### src/rtl/i2s_pkg.sv
// Definitions shared by the I2S transceiver, the DSP stages and the tx buffer.
package i2s_pkg;

  localparam int I2S_SAMPLE_BITS = 16;

  typedef struct packed {
    logic signed [I2S_SAMPLE_BITS-1:0] left;
    logic signed [I2S_SAMPLE_BITS-1:0] right;
  } i2s_frame_t;

endpackage

### src/rtl/sync_frame_fifo.sv
// Single-clock frame FIFO with explicit level counter, flush and a
// combinational head read. Callers never push when full or pop when empty.
module sync_frame_fifo #(
  parameter int WIDTH = 32,
  parameter int DEPTH = 16
) (
  input  logic                   i_clk,
  input  logic                   i_rst,
  input  logic                   i_flush,
  input  logic                   i_push,
  input  logic                   i_pop,
  input  logic [WIDTH-1:0]       i_data,
  output logic [WIDTH-1:0]       o_head,
  output logic [$clog2(DEPTH):0] o_level
);

  localparam int AW = $clog2(DEPTH);

  logic [WIDTH-1:0] r_mem [DEPTH];
  logic [AW-1:0]    r_wr_ptr;
  logic [AW-1:0]    r_rd_ptr;
  logic [AW:0]      r_level;

  // Storage needs no reset: the level counter gates every use of the head.
  always_ff @(posedge i_clk) begin
    if (i_push) begin
      r_mem[r_wr_ptr] <= i_data;
    end
  end

  always_ff @(posedge i_clk) begin
    if (i_rst || i_flush) begin
      r_wr_ptr <= {AW{1'b0}};
      r_rd_ptr <= {AW{1'b0}};
      r_level  <= {(AW+1){1'b0}};
    end else begin
      if (i_push) begin
        r_wr_ptr <= r_wr_ptr + AW'(1);
      end
      if (i_pop) begin
        r_rd_ptr <= r_rd_ptr + AW'(1);
      end
      case ({i_push, i_pop})
        2'b10:   r_level <= r_level + (AW+1)'(1);
        2'b01:   r_level <= r_level - (AW+1)'(1);
        default: r_level <= r_level;
      endcase
    end
  end

  assign o_head  = r_mem[r_rd_ptr];
  assign o_level = r_level;

endmodule

### src/rtl/i2s_tx_buffer.sv
// Stereo tx buffer in front of the I2S transceiver: primes to a threshold,
// then streams frames, substituting silence and counting underruns.
module i2s_tx_buffer
  import i2s_pkg::*;
#(
  parameter int SAMPLE_BITS = I2S_SAMPLE_BITS,
  parameter int DEPTH       = 16,
  parameter int PRIME_LEVEL = 4
) (
  input  logic                     clk,
  input  logic                     rst,
  input  logic [SAMPLE_BITS-1:0]   in_sample_l,
  input  logic [SAMPLE_BITS-1:0]   in_sample_r,
  input  logic                     in_valid,
  output logic                     in_ready,
  output logic [SAMPLE_BITS-1:0]   out_sample_l,
  output logic [SAMPLE_BITS-1:0]   out_sample_r,
  output logic                     out_valid,
  input  logic                     out_ready,
  input  logic                     flush,
  output logic [$clog2(DEPTH):0]   level,
  output logic [15:0]              underrun_count
);

  localparam int LW = $clog2(DEPTH) + 1;

  typedef enum logic {
    ST_PRIMING = 1'b0,
    ST_RUNNING = 1'b1
  } state_t;

  state_t                   r_state;
  state_t                   w_state_next;
  logic                     r_out_valid;
  logic [15:0]              r_underrun_count;
  logic [LW-1:0]            w_level;
  logic [2*SAMPLE_BITS-1:0] w_head;
  logic                     w_push;
  logic                     w_pop;
  logic                     w_handshake;
  logic                     w_underrun;
  logic                     w_nonempty;
  logic [SAMPLE_BITS-1:0]   w_out_l;
  logic [SAMPLE_BITS-1:0]   w_out_r;

  assign in_ready    = !rst && !flush && (w_level != LW'(DEPTH));
  assign w_push      = in_valid && in_ready;
  assign w_nonempty  = (w_level != {LW{1'b0}});
  // Flush outranks any handshake in the same cycle.
  assign w_handshake = r_out_valid && out_ready && !flush;
  assign w_pop       = (r_state == ST_RUNNING) && w_nonempty && w_handshake;
  assign w_underrun  = (r_state == ST_RUNNING) && !w_nonempty && w_handshake;

  sync_frame_fifo #(
    .WIDTH (2*SAMPLE_BITS),
    .DEPTH (DEPTH)
  ) u_fifo (
    .i_clk   (clk),
    .i_rst   (rst),
    .i_flush (flush),
    .i_push  (w_push),
    .i_pop   (w_pop),
    .i_data  ({in_sample_l, in_sample_r}),
    .o_head  (w_head),
    .o_level (w_level)
  );

  always_comb begin
    w_state_next = r_state;
    w_out_l      = {SAMPLE_BITS{1'b0}};
    w_out_r      = {SAMPLE_BITS{1'b0}};
    case (r_state)
      ST_PRIMING: begin
        if (w_level >= LW'(PRIME_LEVEL)) begin
          w_state_next = ST_RUNNING;
        end else begin
          w_state_next = ST_PRIMING;
        end
      end
      ST_RUNNING: begin
        if (w_underrun) begin
          w_state_next = ST_PRIMING;
        end else begin
          w_state_next = ST_RUNNING;
        end
        if (w_nonempty) begin
          w_out_l = w_head[2*SAMPLE_BITS-1:SAMPLE_BITS];
          w_out_r = w_head[SAMPLE_BITS-1:0];
        end else begin
          w_out_l = {SAMPLE_BITS{1'b0}};
          w_out_r = {SAMPLE_BITS{1'b0}};
        end
      end
      default: w_state_next = ST_PRIMING;
    endcase
  end

  always_ff @(posedge clk) begin
    if (rst || flush) begin
      r_state <= ST_PRIMING;
    end else begin
      r_state <= w_state_next;
    end
  end

  always_ff @(posedge clk) begin
    if (rst) begin
      r_out_valid      <= 1'b0;
      r_underrun_count <= 16'h0000;
    end else begin
      r_out_valid <= 1'b1;
      if (w_underrun && (r_underrun_count != 16'hFFFF)) begin
        r_underrun_count <= r_underrun_count + 16'h0001;
      end else begin
        r_underrun_count <= r_underrun_count;
      end
    end
  end

  assign out_sample_l   = w_out_l;
  assign out_sample_r   = w_out_r;
  assign out_valid      = r_out_valid;
  assign level          = w_level;
  assign underrun_count = r_underrun_count;

endmodule

### config.mk
export PLATFORM = sky130hd
export DESIGN_NAME = i2s_tx_buffer
export DESIGN_NICKNAME = d
export VERILOG_FILES = /design/src/rtl/i2s_pkg.sv /design/src/rtl/sync_frame_fifo.sv /design/src/rtl/i2s_tx_buffer.sv
export SDC_FILE = /design/constraint.sdc
export NUM_CORES = 1
export LEC_CHECK = 0
export CAP_MARGIN = 15
export CORE_ASPECT_RATIO = 0.75
export CORE_UTILIZATION = 54
export CTS_CLUSTER_DIAMETER = 30
export DETAILED_ROUTE_END_ITERATION = 8
export GPL_TIMING_DRIVEN = 0
export HOLD_SLACK_MARGIN = 0.05
export PLACE_DENSITY = 0.82
export SLEW_MARGIN = 20
export SYNTH_ARGS = -nofsm -noshare
export SYNTH_HDL_FRONTEND = slang
export SYNTH_SLANG_ARGS = --single-unit
### constraint.sdc
create_clock -name clk -period 4 [get_ports clk]
set_input_delay 0.4 -clock clk [delete_from_list [all_inputs] [get_ports clk]]
set_output_delay 0.4 -clock clk [all_outputs]
set_load 0.05 [all_outputs]
==> results_tabular.tex <==
\begin{tabular}{lr}
\hline
Metric & Value \\
\hline
\multicolumn{2}{l}{\textbf{Floorplan}} \\
Die W & roughly 230 um \\
Cell row count & 62 \\
Overall die height & $\sim$170 um \\
Initial standard-cell utilization of the core & 0.552 \\
Core area & 38500 um2 \\
Die outline area & 40100 um2 \\
Number of primary I/O pins & 92 \\
\multicolumn{2}{l}{\textbf{Placed design}} \\
Placed cell area & $\sim$24000 um2 \\
Placed cells & 1656 \\
Count of buffers from port buffering & 90 \\
Post-DP HPWL & $\sim$30000 um \\
Routability Congestion & between 0.7 and 0.8 \\
Post-Place Setup Slack & -0.0477 ns \\
\multicolumn{2}{l}{\textbf{Setup path}} \\
Crit path kind & reg -> out \\
Nature of the critical path startpoint & flip-flop \\
Arrival time of data at the critical path endpoint & between 3 and 4 ns \\
Setup crit end kind & output port \\
Biggest fanout along the worst timing path & 10 \\
Worst EP required & between 3 and 4 ns \\
Worst-case register-to-register setup slack & 0.70 ns \\
\multicolumn{2}{l}{\textbf{STA}} \\
Maximum clock frequency & $\sim$250 MHz \\
Number of slew-limit violations in the final report & 0 \\
Final setup violating endpoints & 0 \\
Final setup skew & approximately 0.030 ns \\
Min Tclk post-route & 3.94 ns \\
Setup repair after global routing missed its margin & no \\
Final hold violations & 0 \\
Least setup slack across all paths after layout & approximately 0.064 ns \\
Tcrit/Tclk final & 0.984 \\
Transition time of the tightest slew-check pin & $\sim$0.86 ns \\
Worst slew slack as a fraction of its limit & 0.425 \\
\multicolumn{2}{l}{\textbf{Synth}} \\
Gate count after technology mapping & around 1000 \\
Synthesized net count & $\sim$1100 \\
Seq/Total Area, Yosys & 0.757 \\
Count of distinct cell types in the synthesized netlist & 42 \\
Proportion of register bits with asynchronous set or reset after synthesis & 0 \\
Top cell type by total area after synthesis & sky130\_fd\_sc\_hd\_\_edfxtp\_1 \\
Ranking of synthesized cells by area & sky130\_fd\_sc\_hd\_\_edfxtp\_1 72\%, sky130\_fd\_sc\_hd\_\_mux4\_2 14\%, sky130\_fd\_sc\_hd\_\_dfxtp\_1 3.3\% \\
Ys flop type & sky130\_fd\_sc\_hd\_\_edfxtp\_1 \\
Post-Syn Area & $\sim$21000 um2 \\
Post-synth EDFFs & around 500 \\
Share of Yosys cell area claimed by the top area cell type & 0.724 \\
Number of synthesized register bits & roughly 550 \\
Mean post-synth cell area & about 21 um2 \\
Warning count from the yosys run & 0 \\
\multicolumn{2}{l}{\textbf{Power}} \\
Leakage power summed over all cells & slightly below 9 nW \\
Final total power & $\sim$15 mW \\
Maximum vdd drop & between 300 and 400 uV \\
Power density over the cells & about 550 nW/um2 \\
\multicolumn{2}{l}{\textbf{CTS}} \\
CTS Hold Buffers Added & 0 \\
Clock tree from TritonCTS & built \\
Skew-Pair Late Insertion Delay & 0.63 ns \\
Number of buffers inserted during clock tree synthesis & slightly below 90 \\
Clock tree root buffer cell & sky130\_fd\_sc\_hd\_\_clkbuf\_16 \\
\# clock sinks & $\sim$550 \\
Clock-pin slew reported for the worst setup and hold paths after clock tree synthesis & roughly 0.060 ns \\
Total setup buffers inserted after CTS & 0 \\
Max clock buf depth & 3 \\
H-tree depth & 3 \\
\multicolumn{2}{l}{\textbf{Layout}} \\
Design area & $\sim$27000 um2 \\
Syn-to-layout area delta & 26.3\% \\
Number of diodes & 0 \\
Layout cells sized above 1 & 0.281 \\
Filler-free cell count of the finished design & 1824 \\
Total number of nets in the final design & roughly 1300 \\
\multicolumn{2}{l}{\textbf{Detailed routing}} \\
Post-route DRC violation count & 0 \\
Remaining antenna violation count & 0 \\
Iteration-0 DRC count of the detailed router & 1617 \\
Vias & 11900 \\
Routed WL per cell & 29.8 um \\
Number of vias per cell & 6.52 \\
Pre-antenna DRT Iters & 7 \\
Detailed Route WL & $\sim$54000 um \\
\multicolumn{2}{l}{\textbf{Min path}} \\
Classification of the worst-slack hold path & in -> reg \\
\multicolumn{2}{l}{\textbf{Global routing}} \\
GRT Util Overall & 0.278 \\
Wire length of the first global-routing pass & about 80000 um \\
Total grt overflow & 0 \\
Initial antenna violation count & 0 \\
Vias in the first global route & 12400 \\
Pin count of the biggest net entering global routing & 23 \\
\multicolumn{2}{l}{\textbf{Flow run}} \\
Maximum capacitance violations & 0 \\
\multicolumn{2}{l}{\textbf{Status}} \\
Result of the run & completed \\
\hline
\end{tabular}
[cells in the final DEF (no fill, tap or decap), types with 6 or more instances in the layout]
master,n
sky130_fd_sc_hd__a21oi_1,12
sky130_fd_sc_hd__clkinvlp_4,12
sky130_fd_sc_hd__dlygate4sd2_1,14
sky130_fd_sc_hd__o21ai_0,7
sky130_fd_sc_hd__edfxtp_1,512
sky130_fd_sc_hd__clkbuf_1,23
sky130_fd_sc_hd__clkinv_2,10
sky130_fd_sc_hd__buf_8,8
sky130_fd_sc_hd__buf_4,6
sky130_fd_sc_hd__mux4_2,128
sky130_fd_sc_hd__buf_2,13
sky130_fd_sc_hd__clkbuf_16,91
sky130_fd_sc_hd__nor2_1,24
sky130_fd_sc_hd__clkinv_1,7
sky130_fd_sc_hd__mux2i_1,35
sky130_fd_sc_hd__a211oi_1,64
sky130_fd_sc_hd__dlymetal6s2s_1,15
sky130_fd_sc_hd__inv_1,7
sky130_fd_sc_hd__buf_16,15
sky130_fd_sc_hd__clkdlybuf4s50_1,61
sky130_fd_sc_hd__nand3_1,6
sky130_fd_sc_hd__nor2b_1,32
sky130_fd_sc_hd__xor2_1,15
sky130_fd_sc_hd__dfxtp_1,35
sky130_fd_sc_hd__bufinv_16,16
sky130_fd_sc_hd__clkbuf_2,9
sky130_fd_sc_hd__ha_1,9
sky130_fd_sc_hd__and3_1,9
sky130_fd_sc_hd__clkinv_4,12
sky130_fd_sc_hd__nand2_1,13
sky130_fd_sc_hd__inv_6,10
sky130_fd_sc_hd__nor2_4,12
[per-stage QoR]
step | setup TNS (ns) | hold slack (ns) | util
2_1_floorplan | 0 | 0.485 | -
3_3_place_gp | -625.56 | 0.473 | 0.593
3_5_place_dp | -0.0477 | 0.491 | 0.611
4_1_cts | 0 | 0.175 | 0.696
5_1_grt | 0 | 0.237 | 0.697
6_report | 0 | 0.209 | 0.697
[what timing repair did]
item,in CTS,in global routing
gates cloned,0,0
gates resized for setup,37,18
endpoints found under the setup margin,32,17
pin swaps,0,0
[metal layers]
layer | vias up | wire length [um] | global-route usage
met5 | - | 0 | 0
met4 | 0 | 2190 | 0.120
met3 | 167 | 4990 | 0.0538
met2 | 847 | 26800 | 0.454
met1 | 6132 | 20400 | 0.368
li1 | 4747 | - | -
[final timing paths]
path / start / cells after the start / endpoint
setup / recovery: flip-flop / 6 / out_sample_l[1]
hold / removal: rst / 2 / underrun_count[4]
setup reg to reg: u_fifo.o_level[2] / 13 / u_fifo.o_level[4]
hold reg to reg: underrun_count[11] / 2 / underrun_count[11]
[worst max-delay path, stage by stage (launching register included)]
cell	delay, ns
sky130_fd_sc_hd__dfxtp_1	0.35
sky130_fd_sc_hd__buf_2	0.29
sky130_fd_sc_hd__clkbuf_1	0.69
sky130_fd_sc_hd__mux4_2	0.35
sky130_fd_sc_hd__mux2i_1	0.08
sky130_fd_sc_hd__a211oi_1	0.30
sky130_fd_sc_hd__clkdlybuf4s50_1	0.86
[where the power goes]
group          leakage, nW  internal (mW)  switching [mW]  total (mW)
Combinational         2.35         0.0547           0.117       0.171
Clock                 1.55           5.28            2.94        8.22
Sequential            4.89           6.27         0.00565        6.28
[cell families after synthesis]
kind of cell,synth area share
buf+inv,0.0130
mux,0.152
simple gates,0.0321
flops,0.757
fa+ha+maj,0.00530
compound gates,0.0326
xor+xnor,0.00784
[state kept, by name, indices dropped and copies added (netlist names), named ones only]
register         flops
u_fifo.r_rd_ptr      4
r_state              1
u_fifo.r_wr_ptr      4
out_valid            1
u_fifo.r_mem       512
u_fifo.o_level       5
underrun_count      16
[area by class of cell]
cell class                      instances  area, um2
Buffer                                 59        305
Clock buffer                           93       2280
Clock inverter                         75        948
Fill cell                            2201      11700
Inverter                                7       26.3
Multi-Input combinational cell        414       5020
Sequential cell                       547      16100
Tap cell                              512        641
Timing Repair Buffer                  117       1520
[cell usage after synthesis, drive strengths merged, types with 3 or more instances]
library cell and count:
ha 9, mux4 128, nor3 5, buf 29, nand4 5, edfxtp 512, a211oi 65, nor2b 32
xnor2 4, and3 9, inv 7, nand2 13, nor2 36, or4 3, xor2 15, nand2b 3
o31ai 3, mux2i 35, o211ai 5, a21oi 12, nand3 6, dfxtp 35, clkbuf 30, or3 3
o21ai 7
(Power assumes the default switching activity.)
